--- config.mk ---
export PLATFORM = sky130hd
export DESIGN_NAME = adaptive_cruise_controller
export DESIGN_NICKNAME = d
export VERILOG_FILES = /design/src/rtl/adaptive_cruise_controller.sv
export SDC_FILE = /design/constraint.sdc
export NUM_CORES = 1
export LEC_CHECK = 0
export CAP_MARGIN = 15
export CORE_MARGIN = 3
export CORE_UTILIZATION = 41
export DETAILED_ROUTE_END_ITERATION = 12
export PLACE_DENSITY = 0.76
export SLEW_MARGIN = 20
export SYNTH_ARGS = -nofsm -noshare
export SYNTH_HDL_FRONTEND = slang
export SYNTH_SLANG_ARGS = --single-unit
--- constraint.sdc ---
create_clock -name clk -period 2.35 [get_ports clk]
set_input_delay 0.5875 -clock clk [delete_from_list [all_inputs] [get_ports clk]]
set_output_delay 0.5875 -clock clk [all_outputs]
set_load 0.02 [all_outputs]
--- src/rtl/adaptive_cruise_controller.sv ---
// Adaptive cruise controller: chooses STOPPED/HOLD/ACCEL/DECEL from speed, limit and headway,
// with distance/speed hysteresis, brake override and delayed door unlock after a full stop.
module adaptive_cruise_controller #(
  parameter int SPEED_W      = 8,
  parameter int DIST_W       = 7,
  parameter int MIN_DISTANCE = 50,
  parameter int DIST_HYST    = 5,
  parameter int SPEED_BAND   = 3,
  parameter int STOP_CYCLES  = 4
) (
  input  logic               clk,
  input  logic               rst,
  input  logic               enable,
  input  logic               brake_pedal,
  input  logic [SPEED_W-1:0] speed_limit,
  input  logic [SPEED_W-1:0] car_speed,
  input  logic [DIST_W-1:0]  leading_distance,
  output logic               accelerate_car,
  output logic               decelerate_car,
  output logic               unlock_doors,
  output logic [1:0]         state_o
);

  // A zero-width counter is not legal, so STOP_CYCLES=0 still gets one bit.
  localparam int CNT_W = (STOP_CYCLES > 0) ? $clog2(STOP_CYCLES + 1) : 1;
  localparam logic [CNT_W-1:0]   STOP_CNT  = CNT_W'(STOP_CYCLES);
  localparam logic [DIST_W:0]    CLOSE_SET = (DIST_W + 1)'(MIN_DISTANCE);
  localparam logic [DIST_W:0]    CLOSE_CLR = (DIST_W + 1)'(MIN_DISTANCE + DIST_HYST);
  localparam logic [SPEED_W:0]   BAND      = (SPEED_W + 1)'(SPEED_BAND);

  typedef enum logic [1:0] {
    STOPPED = 2'd0,
    HOLD    = 2'd1,
    ACCEL   = 2'd2,
    DECEL   = 2'd3
  } state_t;

  state_t           state_reg, state_next;
  logic [CNT_W-1:0] cnt_reg, cnt_next;
  logic             close_reg, close_next;
  logic             accel_reg, decel_reg, unlock_reg;

  logic [DIST_W:0]  dist_ext;
  logic [SPEED_W:0] speed_sum;
  logic [SPEED_W:0] limit_ext;
  logic             speed_zero;

  always_comb begin
    dist_ext   = {1'b0, leading_distance};
    speed_sum  = {1'b0, car_speed} + BAND;
    limit_ext  = {1'b0, speed_limit};
    speed_zero = (car_speed == '0);

    // Headway hysteresis: between the two thresholds the previous verdict stands.
    close_next = close_reg;
    if (dist_ext < CLOSE_SET) begin
      close_next = 1'b1;
    end else if (dist_ext >= CLOSE_CLR) begin
      close_next = 1'b0;
    end

    state_next = HOLD;
    if (speed_zero && (brake_pedal || !enable || close_next || speed_limit == '0)) begin
      state_next = STOPPED;
    end else if (brake_pedal) begin
      state_next = DECEL;
    end else if (!enable) begin
      state_next = HOLD;
    end else if (close_next) begin
      state_next = DECEL;
    end else if (car_speed > speed_limit) begin
      state_next = DECEL;
    end else if (speed_zero || speed_sum < limit_ext) begin
      state_next = ACCEL;
    end

    cnt_next = '0;
    if (state_next == STOPPED && state_reg == STOPPED) begin
      cnt_next = (cnt_reg == STOP_CNT) ? cnt_reg : cnt_reg + CNT_W'(1);
    end
  end

  always_ff @(posedge clk) begin
    if (!rst) begin
      state_reg  <= STOPPED;
      cnt_reg    <= '0;
      close_reg  <= 1'b1;
      accel_reg  <= 1'b0;
      decel_reg  <= 1'b0;
      unlock_reg <= 1'b0;
    end else begin
      state_reg  <= state_next;
      cnt_reg    <= cnt_next;
      close_reg  <= close_next;
      accel_reg  <= (state_next == ACCEL);
      decel_reg  <= (state_next == DECEL);
      unlock_reg <= (state_next == STOPPED) && (cnt_next == STOP_CNT);
    end
  end

  assign accelerate_car = accel_reg;
  assign decelerate_car = decel_reg;
  assign unlock_doors   = unlock_reg;
  assign state_o        = state_reg;

endmodule

Word-level counts from Yosys, hierarchy flattened --
Cells that the tools add are included.
Operators by class: add/subtract/negate cells 2, $lt $le $gt $ge 4, eq/ne operators 4, multiplexer cells 10, reductions and logical operators 12
Operators by type and width (count):
- 8-bit zero test | 2
- 2-bit two-way mux | 6
- 8-bit by 2-bit adder with 9-bit output, second input constant | 1
- 9-bit by 8-bit less-than comparator with 1-bit output | 1
- 8-bit greater-than comparator | 1
- 7-bit by 6-bit >= comparator with 1-bit output, second input constant | 1
- 7-bit by 6-bit less-than comparator with 1-bit output, second input constant | 1
- 3-bit equality test, second input constant | 2
- 3-bit two-way mux | 2
- 2-bit equality test, second input constant | 2
- 2-bit zero test | 2
- 1-bit logical OR | 4
- 3-bit by 1-bit adder with 3-bit output, second input constant | 1
- 1-bit logical AND | 3
- 1-bit two-way mux | 2
- 1-bit zero test | 1
Storage, ports and cells: bits in registers 9, output and inout bits 5, word-level logic and storage cells 38

Longest topological paths before layout --
Gate-level depths: netlist of run 1.
depth after elaboration 14, mapped depth 11, mapped depth without buffers 11

Worst setup path after synthesis of run 1 --
Ideal clock, no wire load.
kind input to register, start in car_speed[0], end reg state_reg[1], in the netlist state_o[1], setup time 86 ps, arrival time 2257 ps, data required time 2264 ps, path slack 7 ps, stages 11, path buffers 0, cells stage by stage inv_1 > ha_1 > nor2b_1 > and2_1 > xor2_1 > ha_1 > a21o_1 > a21oi_1 > nand3_1 > o21a_1 > a211oi_1
On the way: longest elaborated chain between the ends 9, elaborated cells between the ends (all ways) 12, classes of those cells add/sub (1); order compare (2); mux (6); reduce/logical (3)
Ends and longest elaborated chain:
- start, declared | RTL line 16 | input logic [SPEED_W-1:0] car_speed,
- 8-bit by 2-bit adder with 9-bit output | RTL line 50 | speed_sum = {1'b0, car_speed} + BAND;
- 9-bit by 8-bit less-than comparator with 1-bit output | RTL line 73 | end else if (speed_zero || speed_sum < limit_ext) begin
- 1-bit logical OR | RTL line 73
- 2-bit two-way mux | RTL line 73
- 2-bit two-way mux | RTL line 71 | end else if (car_speed > speed_limit) begin
- 2-bit two-way mux | RTL line 69 | end else if (close_next) begin
- 2-bit two-way mux | RTL line 67 | end else if (!enable) begin
- 2-bit two-way mux | RTL line 65 | end else if (brake_pedal) begin
- 2-bit two-way mux (*) | RTL line 63 | if (speed_zero && (brake_pedal || !enable || close_next || speed_limit == '0)) begin
- end signal, assigned | RTL line 92 | state_reg <= state_next;
- end, declared | RTL line 38 | state_t state_reg, state_next;
Mark *: on every way between the ends. The rest lies on a longest branch, timed or not. A chain may end at the register's enable or synchronous reset.

Worst setup path in the final report of run 1 --
Ends and elaborated chain as after synthesis.

==> results of run 1 <==
-- worst max-delay path, stage by stage --
cell	delay [ps]
buf_8	80
inv_4	30
ha_4	150
nor2b_4	110
and2_4	150
xor2_1	180
ha_1	270
a21o_1	220
a21oi_2	160
nand3_1	100
o21a_1	230
a211oi_2	220
-- metal layers --
metal,up-vias,GRT usage [%]
li1,531,-
met1,503,23.3
met2,41,40.1
met3,8,4.71
met4,0,6.64
met5,-,0
-- layout make-up --
type | count | area share [%]
clock buffer | 4 | 1.75
inverter | 13 | 3.59
multi-input combinational | 94 | 51.2
sequential | 9 | 12.0
tap | 27 | 2.25
timing repair buffer | 48 | 29.2
-- path summary, 6_finish.rpt --
check | start | endpoint | slack, ps
worst min-delay path | cnt_reg[2]$_SDFF_PN0_ | cnt_reg[1]$_SDFF_PN0_ | 520
worst max register to register | close_reg$_SDFF_PN1_ | accelerate_car$_SDFF_PN0_ | 960
worst max-delay path | car_speed[0] | state_o[1]$_SDFF_PN0_ | 50
worst min register to register | cnt_reg[2]$_SDFF_PN0_ | cnt_reg[1]$_SDFF_PN0_ | 520
-- power by group through the flow --
stage	combinational (uW)	clock, uW	sequential (uW)
3_3_place_gp	186	0	164
2_1_floorplan	85.7	0	169
6_report	219	121	161
3_5_place_dp	192	0	164
4_1_cts	200	124	161
5_1_grt	243	129	161
-- stage by stage --
stage / instances / hold slack, ps
2_1_floorplan: 116 / 479
3_3_place_gp: 185 / 509
3_5_place_dp: 185 / 515
4_1_cts: 193 / 523
5_1_grt: 195 / 547
6_report: 195 / 523
-- cells by family after synthesis --
logic type,count (synthesis)
compound gates,27
flops,9
xor+xnor,7
simple gates,41
buf+inv,13
fa+ha+maj,19
-- cells in the mapped netlist (3+ instances only) --
library cell	count
a21oi_1	9
ha_1	19
xnor2_1	5
nand3_1	4
nand4_1	5
o21ai_0	4
nor3_1	3
a211oi_1	3
nand2_1	7
inv_1	13
nor2b_1	4
nor2_1	7
dfxtp_1	9
-- repair_timing --
action / 4_1_cts / 5_1_grt
setup buffers: 4 / 2
pin swaps: 6 / 10
gates resized for setup: 12 / 25
setup endpoints to repair: 3 / 4
==> reports/metrics.yaml, run 1 <==
clockBufferDepth: 2
route.detailed.drc: 0
vias: 1083
yosys_warnings: 0
utilization_pct: 72.8
setup_ws_ps: 54.2
final_common_cell: "clkdlybuf4s50_1"
dieArea_um2: 2920
clkTransAtPathRegs_ps: 60
grt_max_degree: 6
powerDensity_nw_per_um2: 334
drv_cap: 0
grt_usage_pct: 21.3
clk_latency_ps: 260
relSlewSlack_pct: 68.7
async_flop_share_pct: 0
p_leak_uw: 0.000670
hold_viol: 0
ys_seq_area_share_pct: 19.1
port_buffers: 31
cts_tree: "yes"
pwr-share-seq_pct: 32.1
wl_met2_mm: 1.42
core_um2: 2060
met3WireLength_um: 190
rows: 16
place_congestion: 0.835
root_buffer: "clkbuf_4"
p_sw_share_pct: 31.8
fin_nets: 215
drt-total-wl_mm: 2.81
synth_edf_count: 0
gr-total-overflow: 0
numCtsBuffers: 3
drtIter0Drc: 14
yosys.area_share.simple_pct: 25.2
reg2reg_depth: 5
tightest_slew_ps: 465
drive_above_1_share_pct: 25.6
highest_layer: "met4"
finalPower_uw: 502
die_h_um: 54
num_io_pins: 32
synth_nets: 162
fillers: 152
wl_met1_mm: 1.14
pre_cts_ws_ps: -582
final_area_um2: 1500
hp-class: "flip-flop to flip-flop"
n_antenna_cell: 0
yosys_most_used_dff: "dfxtp_1"
rsz0062_at_grt: "true"
initial_core_util_pct: 45.8
cts_htree_levels: 1
fin_skew_ps: 4.24
synth_top_area_cell: "ha_1"
fin_crit_ps: 2300
synth-xor-area-share_pct: 6.49
vias_per_cell: 5.55
critPathKind: "input port to flip-flop"
synth-compound-area-share_pct: 18.9
ctsHoldBuffers: 0
p_int_uw: 342
yosys-top-cells-area: "ha_1, dfxtp_1, inv_1"
worstSetupEndpointType: "flip-flop"
synth-adder-area-share_pct: 25.2
grt_pass1_vias: 1100
drv_slew: 0
fin_setup_tns_ps: 0
pwr-share-clk_pct: 24.2
p_comb_share_pct: 43.7
worstSetupStartpointType: "input port"
status: "completed"
grt_pass1_wl_mm: 4.45
clock-sinks: 9
synth_top_area_share_pct: 25.2
ir_drop_uv: 210
finalCritPeriodShare_pct: 97.7
ant_nets: 0
syn_avg_cell_area_um2: 8.14
wl_per_cell_um: 14.4
multi_input_area_um2: 768
place_area_um2: 1370
area_growth_pct: 58.8
synth_seq_cells: 9
holdPathStages: 2
synthCells: 116
final-setup-viol-count: 0
path_max_fanout: 2
dr.pass1.iters: 4
cp_data_required_time_ps: 2540
synthMuxAreaShare_pct: 0
dieWidth_um: 54
p_sw_uw: 159
synth_cell_types: 31
synth_area_um2: 945
fmaxAchievable_mhz: 436
post-dp-hpwl_mm: 2.11
synth_top_family_by_area: "simple AND/OR/NAND/NOR gates"
largest_reg_flops: 3
cp_data_arrival_time_ps: 2480
final_cell_mix: "clkdlybuf4s50_1, ha_1, buf_4"
seqCellArea_um2: 180
antenna_found_initial: 0
(Power assumes the default switching activity.)
==> run 2: changes to the inputs <==
--- a/config.mk
+++ b/config.mk
@@ -8,9 +8,10 @@
 export CAP_MARGIN = 15
 export CORE_MARGIN = 3
 export CORE_UTILIZATION = 41
+export CTS_BUF_LIST = sky130_fd_sc_hd__clkbuf_16
 export DETAILED_ROUTE_END_ITERATION = 12
 export PLACE_DENSITY = 0.76
-export SLEW_MARGIN = 20
+export SLEW_MARGIN = 10
 export SYNTH_ARGS = -nofsm -noshare
 export SYNTH_HDL_FRONTEND = slang
 export SYNTH_SLANG_ARGS = --single-unit
==> run 2 against run 1 <==
Compared with the run above:
- non-clock buffer count grew 2
- power grew 37%
- register-to-register slack lost 30 ps
- largest cell class unchanged
- utilization grew 3.6 points
- largest power group is now the clock network
- sequential cell count is the same
- sequential share of layout area shrank 0.57 points
- fmax is essentially flat
==> reports/metrics.yaml, run 2 (same netlist as run 1, synthesis figures left out) <==
clk_latency_ps: 230
tightest_slew_ps: 475
numCtsBuffers: 3
finalCritPeriodShare_pct: 97.8
die_h_um: 54
p_sw_uw: 183
dp_cells: 185
final_cell_mix: "clkdlybuf4s50_1, buf_4, ha_1"
place_congestion: 0.835
port_buffers: 31
drv_cap: 0
ir_drop_uv: 378
dr.pass1.iters: 4
crit_path_max_incr_delay_ps: 280
fin_skew_ps: 0.718
cp_slowest_cell: "ha_1"
final-setup-viol-count: 0
dieArea_um2: 2920
wl_per_cell_um: 14.9
hp-start: "cnt_reg[1]$_SDFF_PN0_"
powerDensity_nw_per_um2: 437
path_delay_family: "compound AO/OA/AOI/OAI gates"
holdPathStages: 2
p_leak_uw: 0.000701
n_antenna_cell: 0
route.detailed.drc: 0
rows: 16
path_max_fanout: 2
status: "completed"
root_buffer: "clkbuf_16"
worstSetupStartpointType: "input port"
fin_crit_ps: 2300
p_int_uw: 505
place_area_um2: 1370
worstSetupEndpointType: "flip-flop"
rrSetupSlack_ps: 930
ant_nets: 0
cp_data_arrival_time_ps: 2450
antenna_found_initial: 0
rsz0062_at_grt: "true"
relSlewSlack_pct: 68.0
use_met2_pct: 39.3
grt_pass1_vias: 1096
pwr-share-seq_pct: 23.5
drt-total-wl_mm: 2.94
drive_above_1_share_pct: 27.6
clock-sinks: 9
stdcell_count: 197
largest_reg_flops: 3
area_growth_pct: 66.8
dieWidth_um: 54
timing.hold.ws_ps: 519
ctsHoldBuffers: 0
initial_core_util_pct: 45.8
grt.met1_usage_pct: 24.6
post-dp-hpwl_mm: 2.11
use_met3_pct: 4.99
drv_slew: 0
utilization_pct: 76.4
r2r_end: "accelerate_car$_SDFF_PN0_"
p_sw_share_pct: 26.6
cp.buffers_inverters: 2
finalPower_uw: 689
final_common_cell: "clkdlybuf4s50_1"
gr-total-overflow: 0
drtIter0Drc: 20
r2r-start: "close_reg$_SDFF_PN1_"
vias_per_cell: 5.50
min_to: "cnt_reg[1]$_SDFF_PN0_"
p_comb_share_pct: 33.2
vias: 1083
num_io_pins: 32
cts_htree_levels: 1
hold_viol: 0
grt_usage_pct: 22.0
grt_busiest_layer: "met2"
grt_pass1_wl_mm: 4.57
pwr-share-clk_pct: 43.2
fillers: 134
cp_data_required_time_ps: 2500
clkTransAtPathRegs_ps: 40
cts_tree: "yes"
core_um2: 2060
fmaxAchievable_mhz: 435
hp-class: "flip-flop to flip-flop"
critPathKind: "input port to flip-flop"
reg2reg_depth: 5
grt_max_degree: 6
clockBufferDepth: 2
final_area_um2: 1580
fin_nets: 217
path_cells: "buf_8 > inv_4 > ha_4 > nor2b_4 > and2_4 > xor2_1 > ha_1 > a21o_1 > a21oi_2 > nand3_2 > o21a_1 > nor3b_2"
## run 2: cell count changes in the layout (fill, tap and decap cells not counted), sizes merged
cell           previous run  this run
buf                      19        21
clkbuf                    7         6
clkdlybuf4s15             0         1
dlymetal6s2s              2         1
inv                      13        14
## run 2: through the flow
stage                     setup TNS, ps  setup slack [ps]
after detailed placement          -1730              -582
after CTS                             0              18.3
after global routing               -110             -67.9
after floorplan                       0              7.40
final                                 0              52.8
after global placement            -1520              -512
## run 2: worst max path at each step
stage,to,startpoint,depth (start not counted)
after floorplan,state_o[1]$_SDFF_PN0_,car_speed[0],11
after global placement,state_o[1]$_SDFF_PN0_,car_speed[0],12
after detailed placement,accelerate_car$_SDFF_PN0_,car_speed[0],12
after CTS,state_o[1]$_SDFF_PN0_,car_speed[0],12
after global routing,state_o[1]$_SDFF_PN0_,car_speed[1],12
final,accelerate_car$_SDFF_PN0_,car_speed[1],12
## run 2: final cells by class
cell class | instances | area (um2) | area share, %
Multi-Input combinational cell | 94 | 778 | 49.4
Sequential cell | 9 | 180 | 11.4
Inverter | 13 | 53.8 | 3.42
Timing Repair Buffer | 50 | 450 | 28.6
Clock inverter | 1 | 3.75 | 0.238
Tap cell | 27 | 33.8 | 2.14
Clock buffer | 3 | 75.1 | 4.77
## run 2: layer usage
layer	share of wire (%)	vias up
li1	-	533
met1	42	503
met2	49	39
met3	5.8	8
met4	2.8	0
met5	0	-
## run 2: timing repair
item | CTS | global route
endpoints found under the setup margin | 3 | 4
buffers inserted | 4 | 4
pin swaps | 8 | 13
gates resized for setup | 18 | 22
## run 2: worst min-delay path, cell delays in order (launching register included)
cell     delay [ps]
dfxtp_1         320
nand3_1          90
a21oi_1          60
## run 2: power groups by stage
stage | logic, uW | clock network [uW] | registers, uW
2_1_floorplan | 85.7 | 0 | 169
3_3_place_gp | 186 | 0 | 164
3_5_place_dp | 192 | 0 | 164
4_1_cts | 205 | 300 | 162
5_1_grt | 252 | 307 | 162
6_report | 229 | 298 | 162
